[src/rtl/bridge_controller_if.sv]
// Signal bundle between the drawbridge sequencer and its environment.
// The master modport is the controller; the slave modport is the plant/sensor side.
interface bridge_controller_if;
    logic BoatReq;
    logic ExistCar;
    logic BridgeUp;
    logic BridgeDown;
    logic CarGreen;
    logic CarYellow;
    logic CarRed;
    logic BoatGreen;
    logic MotorUp;
    logic MotorDown;
    logic Fault;

    modport master (
        input  BoatReq, ExistCar, BridgeUp, BridgeDown,
        output CarGreen, CarYellow, CarRed, BoatGreen, MotorUp, MotorDown, Fault
    );

    modport slave (
        output BoatReq, ExistCar, BridgeUp, BridgeDown,
        input  CarGreen, CarYellow, CarRed, BoatGreen, MotorUp, MotorDown, Fault
    );
endinterface

[src/rtl/bridge_controller.sv]
// Drawbridge sequencing FSM (Moore): road light, boat signal and lift motor.
// Optional motion watchdog enabled by defining BRIDGE_WATCHDOG_EN.
module bridge_controller #(
    parameter int YELLOW_CYCLES   = 4,
    parameter int BOAT_MIN_CYCLES = 8,
    parameter int MOTION_TIMEOUT  = 32,
    parameter int CNT_W           = 8
) (
    input logic              Clk,
    input logic              Reset,
    bridge_controller_if.master bus
);

    typedef enum logic [2:0] {
        OPEN       = 3'd0,
        CLEAR      = 3'd1,
        WAIT_EMPTY = 3'd2,
        RAISE      = 3'd3,
        BOAT       = 3'd4,
        LOWER      = 3'd5,
        FAULT      = 3'd6
    } state_t;

    localparam logic [CNT_W-1:0] yellowLast = CNT_W'(YELLOW_CYCLES - 1);
    localparam logic [CNT_W-1:0] boatLast   = CNT_W'(BOAT_MIN_CYCLES - 1);
    localparam logic [CNT_W-1:0] motionLast = CNT_W'(MOTION_TIMEOUT - 1);
`ifdef BRIDGE_WATCHDOG_EN
    localparam bit watchdogEn = 1'b1;
`else
    localparam bit watchdogEn = 1'b0;
`endif

    // Output vector order: {CarGreen, CarYellow, CarRed, BoatGreen, MotorUp, MotorDown, Fault}
    function automatic logic [6:0] decodeOutputs(input state_t s);
        logic [6:0] o;
        case (s)
            OPEN:       o = 7'b100_0000;
            CLEAR:      o = 7'b010_0000;
            WAIT_EMPTY: o = 7'b001_0000;
            RAISE:      o = 7'b001_0100;
            BOAT:       o = 7'b001_1000;
            LOWER:      o = 7'b001_0010;
            FAULT:      o = 7'b001_0001;
            default:    o = 7'b001_0001;
        endcase
        return o;
    endfunction

    state_t           stateR;
    state_t           nextStateS;
    logic [CNT_W-1:0] timerR;
    logic [6:0]       outR;
    logic             motionExpiredS;
    logic             bothLimitsS;

    assign motionExpiredS = watchdogEn && (timerR == motionLast);
    assign bothLimitsS    = bus.BridgeUp && bus.BridgeDown;

    // Next-state selection; contradictory limit switches override every state.
    always_comb begin
        nextStateS = stateR;
        if (bothLimitsS) begin
            nextStateS = FAULT;
        end else begin
            case (stateR)
                OPEN: begin
                    if (bus.BoatReq) nextStateS = CLEAR;
                    else             nextStateS = OPEN;
                end
                CLEAR: begin
                    if (timerR == yellowLast) nextStateS = WAIT_EMPTY;
                    else                      nextStateS = CLEAR;
                end
                WAIT_EMPTY: begin
                    if (!bus.BoatReq)       nextStateS = OPEN;
                    else if (!bus.ExistCar) nextStateS = RAISE;
                    else                    nextStateS = WAIT_EMPTY;
                end
                RAISE: begin
                    if (bus.BridgeUp)       nextStateS = BOAT;
                    else if (motionExpiredS) nextStateS = FAULT;
                    else                    nextStateS = RAISE;
                end
                BOAT: begin
                    if ((timerR >= boatLast) && !bus.BoatReq) nextStateS = LOWER;
                    else                                      nextStateS = BOAT;
                end
                LOWER: begin
                    if (bus.BridgeDown)      nextStateS = OPEN;
                    else if (motionExpiredS) nextStateS = FAULT;
                    else                     nextStateS = LOWER;
                end
                FAULT:   nextStateS = FAULT;
                default: nextStateS = FAULT;
            endcase
        end
    end

    // State, phase timer and registered output decode; reset lands in LOWER so the deck comes down.
    always_ff @(posedge Clk or negedge Reset) begin
        if (!Reset) begin
            stateR <= LOWER;
            timerR <= {CNT_W{1'b0}};
            outR   <= 7'b001_0010;
        end else begin
            stateR <= nextStateS;
            outR   <= decodeOutputs(nextStateS);
            if (nextStateS != stateR) begin
                timerR <= {CNT_W{1'b0}};
            end else if (timerR != {CNT_W{1'b1}}) begin
                timerR <= timerR + {{(CNT_W-1){1'b0}}, 1'b1};
            end else begin
                timerR <= timerR;
            end
        end
    end

    assign bus.CarGreen  = outR[6];
    assign bus.CarYellow = outR[5];
    assign bus.CarRed    = outR[4];
    assign bus.BoatGreen = outR[3];
    assign bus.MotorUp   = outR[2];
    assign bus.MotorDown = outR[1];
    assign bus.Fault     = outR[0];

endmodule

[src/flat_wrapper.sv]
// flat-port wrapper written by rule: the top's interface ports become plain ports
module bridge_controller_flat 
#(
    parameter int YELLOW_CYCLES   = 4,
    parameter int BOAT_MIN_CYCLES = 8,
    parameter int MOTION_TIMEOUT  = 32,
    parameter int CNT_W           = 8
)
  (Clk, Reset, bus_BoatReq, bus_ExistCar, bus_BridgeUp, bus_BridgeDown, bus_CarGreen, bus_CarYellow, bus_CarRed, bus_BoatGreen, bus_MotorUp, bus_MotorDown, bus_Fault);
  bridge_controller_if bus_i ();
  input logic Clk;
  input logic Reset;
  input wire logic [$bits(bus_i.BoatReq)-1:0] bus_BoatReq;
  input wire logic [$bits(bus_i.ExistCar)-1:0] bus_ExistCar;
  input wire logic [$bits(bus_i.BridgeUp)-1:0] bus_BridgeUp;
  input wire logic [$bits(bus_i.BridgeDown)-1:0] bus_BridgeDown;
  output wire logic [$bits(bus_i.CarGreen)-1:0] bus_CarGreen;
  output wire logic [$bits(bus_i.CarYellow)-1:0] bus_CarYellow;
  output wire logic [$bits(bus_i.CarRed)-1:0] bus_CarRed;
  output wire logic [$bits(bus_i.BoatGreen)-1:0] bus_BoatGreen;
  output wire logic [$bits(bus_i.MotorUp)-1:0] bus_MotorUp;
  output wire logic [$bits(bus_i.MotorDown)-1:0] bus_MotorDown;
  output wire logic [$bits(bus_i.Fault)-1:0] bus_Fault;
  assign bus_i.BoatReq = bus_BoatReq;
  assign bus_i.ExistCar = bus_ExistCar;
  assign bus_i.BridgeUp = bus_BridgeUp;
  assign bus_i.BridgeDown = bus_BridgeDown;
  assign bus_CarGreen = bus_i.CarGreen;
  assign bus_CarYellow = bus_i.CarYellow;
  assign bus_CarRed = bus_i.CarRed;
  assign bus_BoatGreen = bus_i.BoatGreen;
  assign bus_MotorUp = bus_i.MotorUp;
  assign bus_MotorDown = bus_i.MotorDown;
  assign bus_Fault = bus_i.Fault;
  bridge_controller #(.YELLOW_CYCLES(YELLOW_CYCLES), .BOAT_MIN_CYCLES(BOAT_MIN_CYCLES), .MOTION_TIMEOUT(MOTION_TIMEOUT), .CNT_W(CNT_W)) u_core (.Clk(Clk), .Reset(Reset), .bus(bus_i));
endmodule
[config.mk]
export PLATFORM = sky130hd
export DESIGN_NAME = bridge_controller_flat
export DESIGN_NICKNAME = d
export VERILOG_FILES = /design/src/rtl/bridge_controller_if.sv /design/src/rtl/bridge_controller.sv /design/src/flat_wrapper.sv
export SDC_FILE = /design/constraint.sdc
export NUM_CORES = 1
export LEC_CHECK = 0
export CAP_MARGIN = 20
export CELL_PAD_IN_SITES_DETAIL_PLACEMENT = 1
export CELL_PAD_IN_SITES_GLOBAL_PLACEMENT = 1
export CORE_ASPECT_RATIO = 0.7
export CORE_UTILIZATION = 45
export DETAILED_ROUTE_END_ITERATION = 6
export PLACE_DENSITY = 0.93
export SYNTH_ARGS = -nofsm -noshare
export SYNTH_HDL_FRONTEND = slang
export SYNTH_SLANG_ARGS = --single-unit
[constraint.sdc]
create_clock -name Clk -period 2.85 [get_ports Clk]
set_input_delay 0.285 -clock Clk [delete_from_list [all_inputs] [get_ports Clk]]
set_output_delay 0.285 -clock Clk [all_outputs]
set_load 0.01 [all_outputs]
Yosys cells after proc, flatten, opt, wreduce, memory -nomap -nowiden
Cells that the tools add are included.
{"block": "word_totals", "regBits": 18, "in_bits": 6, "output_inout_bits": 7, "wordCells": 36}
{"block": "classes", "addsub": 1, "magnitude_cmp": 1, "eq_ne": 13, "mux": 12, "reduce_logical": 6}
{"op": "7-bit one-hot mux with 6 select lines", "n": 1}
{"op": "3-bit one-hot mux with 6 select lines", "n": 1}
{"op": "8-bit 2-to-1 mux", "n": 2}
{"op": "3-bit by 2-bit equality test with 1-bit output (second input constant)", "n": 4}
{"op": "3-bit equality test (second input constant)", "n": 4}
{"op": "3-bit 2-to-1 mux", "n": 4}
{"op": "8-bit by 1-bit adder with 8-bit output (second input constant)", "n": 1}
{"op": "8-bit by 2-bit equality test with 1-bit output (second input constant)", "n": 1}
{"op": "8-bit by 3-bit greater-or-equal comparator with 1-bit output (second input constant)", "n": 1}
{"op": "8-bit inequality test (second input constant)", "n": 1}
{"op": "3-bit by 1-bit equality test with 1-bit output (second input constant)", "n": 2}
{"op": "3-bit zero test", "n": 2}
{"op": "1-bit 2-to-1 mux", "n": 3}
{"op": "3-bit inequality test", "n": 1}
{"op": "1-bit logical AND", "n": 2}
{"op": "2-bit 2-to-1 mux", "n": 1}
{"op": "2-bit nonzero test", "n": 1}
{"op": "1-bit zero test", "n": 1}

Depth between registers and ports, before layout
Gate-level depths: netlist (run 1).
{"block": "logic_depth", "depth_word": 7, "ltp_mapped": 7, "depth_no_buf": 7}

Least setup slack after synthesis (run 1)
No wires, ideal clock.
{"block": "synth_timing", "path_kind": "reg2reg", "start": "register u_core.timerR[0]", "end": "register u_core.timerR[3]", "setup_time_ps": 111, "arrival_ps": 1712, "t_required_ps": 2739, "setup_slack_ps": 1026, "stages_incl_launch_ff": 8, "path_buffers": 1, "period_less_slack_ps": 1824, "path_cell_list": "dfrtp_1 ha_1 nor4b_1 nand3_1 and3_1 buf_4 mux2i_4 a2111oi_2"}
{"block": "synth_via", "elab_chain_cells": 7, "word_cells_on_any_way": 13, "cone_classes": "1 x add/sub; 1 x order compare; 3 x eq/ne; 6 x mux; 2 x reduce/logical"}
{"element": "start: declaration", "line": "bridge_controller.sv:51", "source": "logic [CNT_W-1:0] timerR;"}
{"element": "start signal: assignment", "line": "bridge_controller.sv:103", "source": "timerR <= {CNT_W{1'b0}};"}
{"element": "start signal: assignment", "line": "bridge_controller.sv:109", "source": "timerR <= {CNT_W{1'b0}};"}
{"element": "start signal: assignment", "line": "bridge_controller.sv:111", "source": "timerR <= timerR + {{(CNT_W-1){1'b0}}, 1'b1};"}
{"element": "8-bit by 3-bit greater-or-equal comparator with 1-bit output", "line": "bridge_controller.sv:85", "source": "if ((timerR >= boatLast) && !bus.BoatReq) nextStateS = LOWER;"}
{"element": "1-bit logical AND", "line": "bridge_controller.sv:85"}
{"element": "1-bit 2-to-1 mux", "line": "bridge_controller.sv:85"}
{"element": "3-bit one-hot mux with 6 select lines", "line": "bridge_controller.sv:65", "source": "case (stateR)"}
{"element": "3-bit 2-to-1 mux", "line": "bridge_controller.sv:62", "source": "if (bothLimitsS) begin"}
{"element": "3-bit inequality test", "line": "bridge_controller.sv:108", "source": "if (nextStateS != stateR) begin"}
{"element": "8-bit 2-to-1 mux / 2-bit nonzero test (equally long branches)"}
Parallel ways exist; a longest one is shown, timed or not. The select of a mux whose other input is x is not followed.
A chain may end at the register's enable or synchronous reset.

Worst setup path after layout (run 1)
{"block": "layout_timing", "start": "register u_core.stateR[0]", "end": "register u_core.timerR[5]"}
{"block": "layout_via", "elab_chain_cells": 5, "word_cells_on_any_way": 11, "cone_classes": "6 x eq/ne; 3 x mux; 2 x reduce/logical"}
{"element": "start: declaration", "line": "bridge_controller.sv:49", "source": "state_t stateR;"}
{"element": "start signal: assignment", "line": "bridge_controller.sv:106", "source": "stateR <= nextStateS;"}
{"element": "3-bit equality test (tied with other cells)", "line": "bridge_controller.sv:65"}
{"element": "3-bit one-hot mux with 6 select lines", "line": "bridge_controller.sv:65"}
{"element": "3-bit 2-to-1 mux", "line": "bridge_controller.sv:62"}
{"element": "3-bit inequality test (*)", "line": "bridge_controller.sv:108"}
{"element": "8-bit 2-to-1 mux / 2-bit nonzero test (equally long branches)"}
{"element": "end signal: assignment", "line": "bridge_controller.sv:109"}
{"element": "end signal: assignment", "line": "bridge_controller.sv:111"}
{"element": "end signal: assignment", "line": "bridge_controller.sv:113", "source": "timerR <= timerR;"}
Every way passes the cells marked *; elsewhere a longest branch is shown, timed or not.

==> results.cfg, run 1 <==
[yosys]
synth-xor-area-share_pct = 2.485
postSynthCellCount = 104
synth_top_area_cell = dfrtp_1
synth_area_leaders = dfrtp_1, dfstp_2, nor2_1, nor3_1, a2111oi_2
synth_adder_area_share_pct = 1.183
synthMuxAreaShare_pct = 4.024
synth_top_cell_area_share_pct = 33.14
synth_nets = 111
ys.warnings.count = 0
synthArstFlopShare_pct = 100.0
synthTopCellsByCount = dfrtp_1, nor2_1, nor3_1
yosysSeqAreaShare_pct = 43.08
synth.distinct_cells = 42
syn_area_mm2 = 0.001057
syn_area_per_cell_um2 = 10.17
dominantRegCellSynth = dfrtp_1
synth_edf_count = 0
synth_top_family_by_area = simple AND/OR/NAND/NOR gates
synth-compound-area-share_pct = 16.33
ys_seq_elements = 18
synth-simple-area-share_pct = 27.81

[global_route]
first_global_vias = 911
track_usage_pct = 22.53
grt-ovfl-total = 0
grt_max_degree = 19
antenna_found_initial = 0
grt_pass1_wl_um = 4209

[cts]
cts_root_buf = clkbuf_4
post_cts_buffers = 0
clock_latency_ns = 0.28
cts_hold_buffers = 0
cts_resized = 0
numCtsBuffers = 3
cts_tree = built
clkTransAtPathRegs_ns = 0.10
htreeDepth = 1
clock-sinks = 18
cts_max_path_buffers = 2

[worst_setup_path]
required_ns = 3.01
critical_path_arrival_ns = 2.32
critPathCaptureType = flop
path_delay_family = compound AO/OA/AOI/OAI gates
crit_type = flop to flop
crit_slowest_cell = dfstp_2
path_cells = nor3b_1, a21oi_1, a211o_1, a211oi_4, nor3_1
cp_max_fo = 13
crit_buf_inv = 0
cp_slowest_stage_delay_ns = 0.66
start_kind = flop

[routing]
num_vias = 864
wl_per_cell_um = 16.10
routed_wl_um = 2383
drcViolationCount = 0
dr.pass1.iters = 4
drt_iter0_markers = 68
via_per_inst = 5.838
drt.antenna.violating_nets = 0

[layout]
nFillCells = 252
final_util_pct = 55.83
synthToLayoutAreaGrowth_pct = 15.62
final_nets = 124
drive_gt1_share_pct = 16.38
antennaDiodeCount = 0

[timing]
hold_viol = 0
tightest_slew_ns = 0.7952
timing.setup.tns_ns = 0
fin_skew_ns = 0.0008042
setup_ws_ns = 0.6936
whs_ns = 0.4542
maxSlewHeadroom_pct = 46.82
maxSlewViolCount = 0
timing.fmax_mhz = 463.7
setup-violations-final = 0
rsz0062_at_grt = false
period_share_pct = 75.66
layout_min_cycle_time_ns = 2.156

[worst_hold_path]
worstHoldPathType = primary input to async pin

[placed_design]
gp_congestion = 0.8648
preCtsSetupSlack_ns = 0.5950
portBuffers = 12
hpwl_um = 1839

[flow_run]
maxCapViolCount = 0

[floorplan]
die_h_um = 42.56
core_mm2 = 0.002190
die_x_um = 59.94
core.rowCount = 14
ios = 13
die-area_mm2 = 0.002551
initial_core_util_pct = 48.29

[pwr]
ir_worst_vdd_uv = 374.3
p_per_area_mw_per_mm2 = 613.1
p_leak_nw = 0.4813

[status]
status = completed
-- worst reg2reg max path: cells and delay by family, from the launching register on --
family / cells / cell delay [ns]
AO/OA/AOI/OAI: 3 / 0.96
flip-flops: 1 / 0.66
AND/OR/NAND/NOR: 2 / 0.42
-- layer usage --
| metal | track usage, % | wire length, um | share of wire (%) |
|---|---|---|---|
| met1 | 33.20 | 1158 | 49 |
| met2 | 33.56 | 1094 | 46 |
| met3 | 5.247 | 103 | 4.3 |
| met4 | 5.116 | 26 | 1.1 |
| met5 | 0 | 0 | 0 |
-- cell type report --
cell class / instances / area, um^2 / area share [%]
Timing Repair Buffer: 12 / 120.1 / 9.826
Sequential cell: 18 / 455.4 / 37.26
Tap cell: 32 / 40.04 / 3.275
Multi-Input combinational cell: 76 / 548.0 / 44.83
Inverter: 6 / 22.52 / 1.842
Clock buffer: 4 / 36.28 / 2.968
-- flip-flops by register name (all words and copies together) (netlist names) --
name	cells
u_core.timerR	8
u_core.outR	7
u_core.stateR	3
-- power by group --
group | total (mW) | switching (mW) | internal, mW | leakage (nW)
logic | 0.215 | 0.109 | 0.106 | 0.247
registers | 0.383 | 0.0752 | 0.308 | 0.213
clock network | 0.152 | 0.0740 | 0.0777 | 0.0210
total | 0.749 | 0.258 | 0.491 | 0.481
-- cells in the final DEF (no fill, tap or decap), types with 2 or more instances in the layout --
| cell | count |
|---|---|
| and2_1 | 2 |
| a21oi_1 | 5 |
| xnor2_1 | 2 |
| nor2_1 | 14 |
| nand4_1 | 2 |
| a2111oi_2 | 2 |
| clkbuf_4 | 3 |
| dfstp_2 | 4 |
| and2b_1 | 2 |
| inv_1 | 5 |
| nor3_1 | 8 |
| nand2_1 | 6 |
| and3_1 | 2 |
| mux2i_1 | 2 |
| clkdlybuf4s50_1 | 12 |
| a31oi_1 | 2 |
| nor3b_1 | 3 |
| nor4bb_1 | 2 |
| dfrtp_1 | 14 |
| nand3_1 | 2 |
-- final timing paths --
kind / start / to / slack (ns) / cells after the start
worst max-delay path: u_core.stateR[0] / u_core.timerR[5] / 0.69 / 5
worst min-delay path: Reset / u_core.timerR[7] / 0.45 / 1
worst max register to register: u_core.stateR[0] / u_core.timerR[5] / 0.69 / 5
worst min register to register: u_core.timerR[3] / u_core.timerR[3] / 0.63 / 1
max in group asynchronous: Reset / u_core.outR[6] / 1.90 / 1
min in group Clk: u_core.timerR[3] / u_core.timerR[3] / 0.63 / 1
-- logic make-up after synthesis --
family | after synthesis
AOI/OAI and AO/OA | 17
xor gates and xnor gates | 3
adders and majority gates | 1
buffers and inverters | 10
DFF | 18
muxes | 3
and+or+nand+nor | 52
-- stage by stage --
stage	instances	total power [mW]	area (um^2)
after floorplan	104	0.5286	1057
after global placement	144	0.5811	1186
after detailed placement	144	0.5989	1186
after CTS	148	0.7552	1222
after global routing	148	0.8051	1222
final	148	0.7495	1222
Power figures use the tool's default switching activity.
==> run 2, diff against run 1 <==
CORE_UTILIZATION = 42   (was 45)
PLACE_DENSITY = 0.88   (was 0.93)
clock period = 2.09 ns   (was 2.85 ns; I/O delays follow)
==> results.cfg, run 2 (synthesis results as in run 1) <==
[timing]
setup_ws_ns = 0.05186
fin_skew_ns = 0.01531
maxSlewHeadroom_pct = 75.91
whs_ns = 0.2209
maxSlewViolCount = 0
rsz0062_at_grt = true
tightest_slew_ns = 0.3538
timing.fmax_mhz = 490.6
setup-violations-final = 0
hold_viol = 0
period_share_pct = 97.52
layout_min_cycle_time_ns = 2.038

[worst_setup_path]
critical_path_arrival_ns = 2.21
start_kind = flop
cp_max_fo = 8
required_ns = 2.26
critPathCaptureType = flop
crit_type = flop to flop
critPathLaunch = u_core.stateR[0]
regToRegStartpoint = u_core.stateR[0]

[placed_design]
portBuffers = 12
placed_area_mm2 = 0.001269
gp_congestion = 0.8691
preCtsSetupSlack_ns = -0.07206
hpwl_um = 2110

[pwr]
p_leak_nw = 0.5563
p_per_area_mw_per_mm2 = 852.2
ir_worst_vdd_uv = 420.5
total_power_mw = 1.155

[flow_run]
maxCapViolCount = 0

[floorplan]
die_x_um = 61.97
core_mm2 = 0.002260
initial_core_util_pct = 46.79
die-area_mm2 = 0.002725
ios = 13
die_h_um = 43.98
core.rowCount = 14

[layout]
antennaDiodeCount = 0
regMostFlops = u_core.timerR
synthToLayoutAreaGrowth_pct = 28.17
final_nets = 138
final_util_pct = 59.97
mostFrequentLayoutCells = nor2_1, buf_4, dfrtp_1
largest_register_ffs = 8
drive_gt1_share_pct = 26.92
fin_area_mm2 = 0.001355
reg_top3 = u_core.timerR: 8 flops, u_core.outR: 7 flops, u_core.stateR: 3 flops

[global_route]
track_usage_pct = 24.67
grt_max_degree = 19
grt_pass1_wl_um = 4767
grt-ovfl-total = 0
first_global_vias = 942
antenna_found_initial = 0

[status]
status = completed

[cts]
cts_hold_buffers = 0
cts_root_buf = clkbuf_4
clock-sinks = 18
numCtsBuffers = 3
htreeDepth = 1
cts_tree = built
cts_max_path_buffers = 2
clkTransAtPathRegs_ns = 0.12
clock_latency_ns = 0.30

[worst_hold_path]
worstHoldPathType = primary input to async pin

[routing]
via_per_inst = 5.679
routed_wl_um = 2910
dr.pass1.iters = 4
wl_per_cell_um = 17.96
num_vias = 920
drcViolationCount = 0
drt.antenna.violating_nets = 0
drt_iter0_markers = 36
[run 2: cell types whose count changed in the layout (fill, tap and decap cells not counted)]
cell / before / now
ha_4: 0 / 1
nor4b_1: 1 / 0
nor4b_4: 0 / 1
buf_4: 0 / 14
ha_1: 1 / 0
[run 2: metal layers]
layer / global-route usage, % / wire length, um / up-vias
li1: - / - / 426
met1: 34.98 / 1375 / 479
met2: 40.00 / 1432 / 15
met3: 6.269 / 102 / 0
met4: 1.333 / 0 / 0
met5: 0 / 0 / -
[run 2: path summary, 6_finish.rpt]
kind	slack (ns)	end	cells after the start
max in group asynchronous	1.59	u_core.stateR[2]	2
max reg2reg	0.05	u_core.timerR[4]	5
min	0.22	u_core.timerR[2]	2
min in group Clk	0.65	u_core.timerR[3]	1
max	0.05	u_core.timerR[4]	5
min reg2reg	0.65	u_core.timerR[3]	1
[run 2: final cells by class]
| class | count | area, um^2 |
|---|---|---|
| clock buffers | 4 | 36.28 |
| fillers | 260 | 904.6 |
| inverters | 6 | 22.52 |
| multi-input cells | 76 | 575.6 |
| flip-flops and latches | 18 | 455.4 |
| well taps | 32 | 40.04 |
| repair buffers | 26 | 225.2 |
[run 2: power breakdown]
group          internal [mW]  total (mW)  switching (mW)
logic                  0.208       0.385           0.177
clock network          0.106       0.222           0.116
registers              0.419       0.547           0.129
total                  0.733        1.15           0.422
[run 2: what timing repair did]
item / 4_1_cts / 5_1_grt
buffers inserted: 0 / 3
endpoints found under the setup margin: 3 / 8
gates resized for setup: 2 / 2
[run 2: critical path, stage by stage, from the launching register on]
cell and delay, ns:
dfstp_2 0.60, and2b_1 0.22, o31ai_1 0.25, and3_1 0.30, mux2i_4 0.42, nor3_1 0.12
[run 2: metrics by stage]
stage / TNS [ns] / std cells
global route: -0.01626 / 162
CTS: 0 / 159
finish: 0 / 162
floorplan: 0 / 104
detailed placement: -0.3311 / 155
global placement: 0 / 155
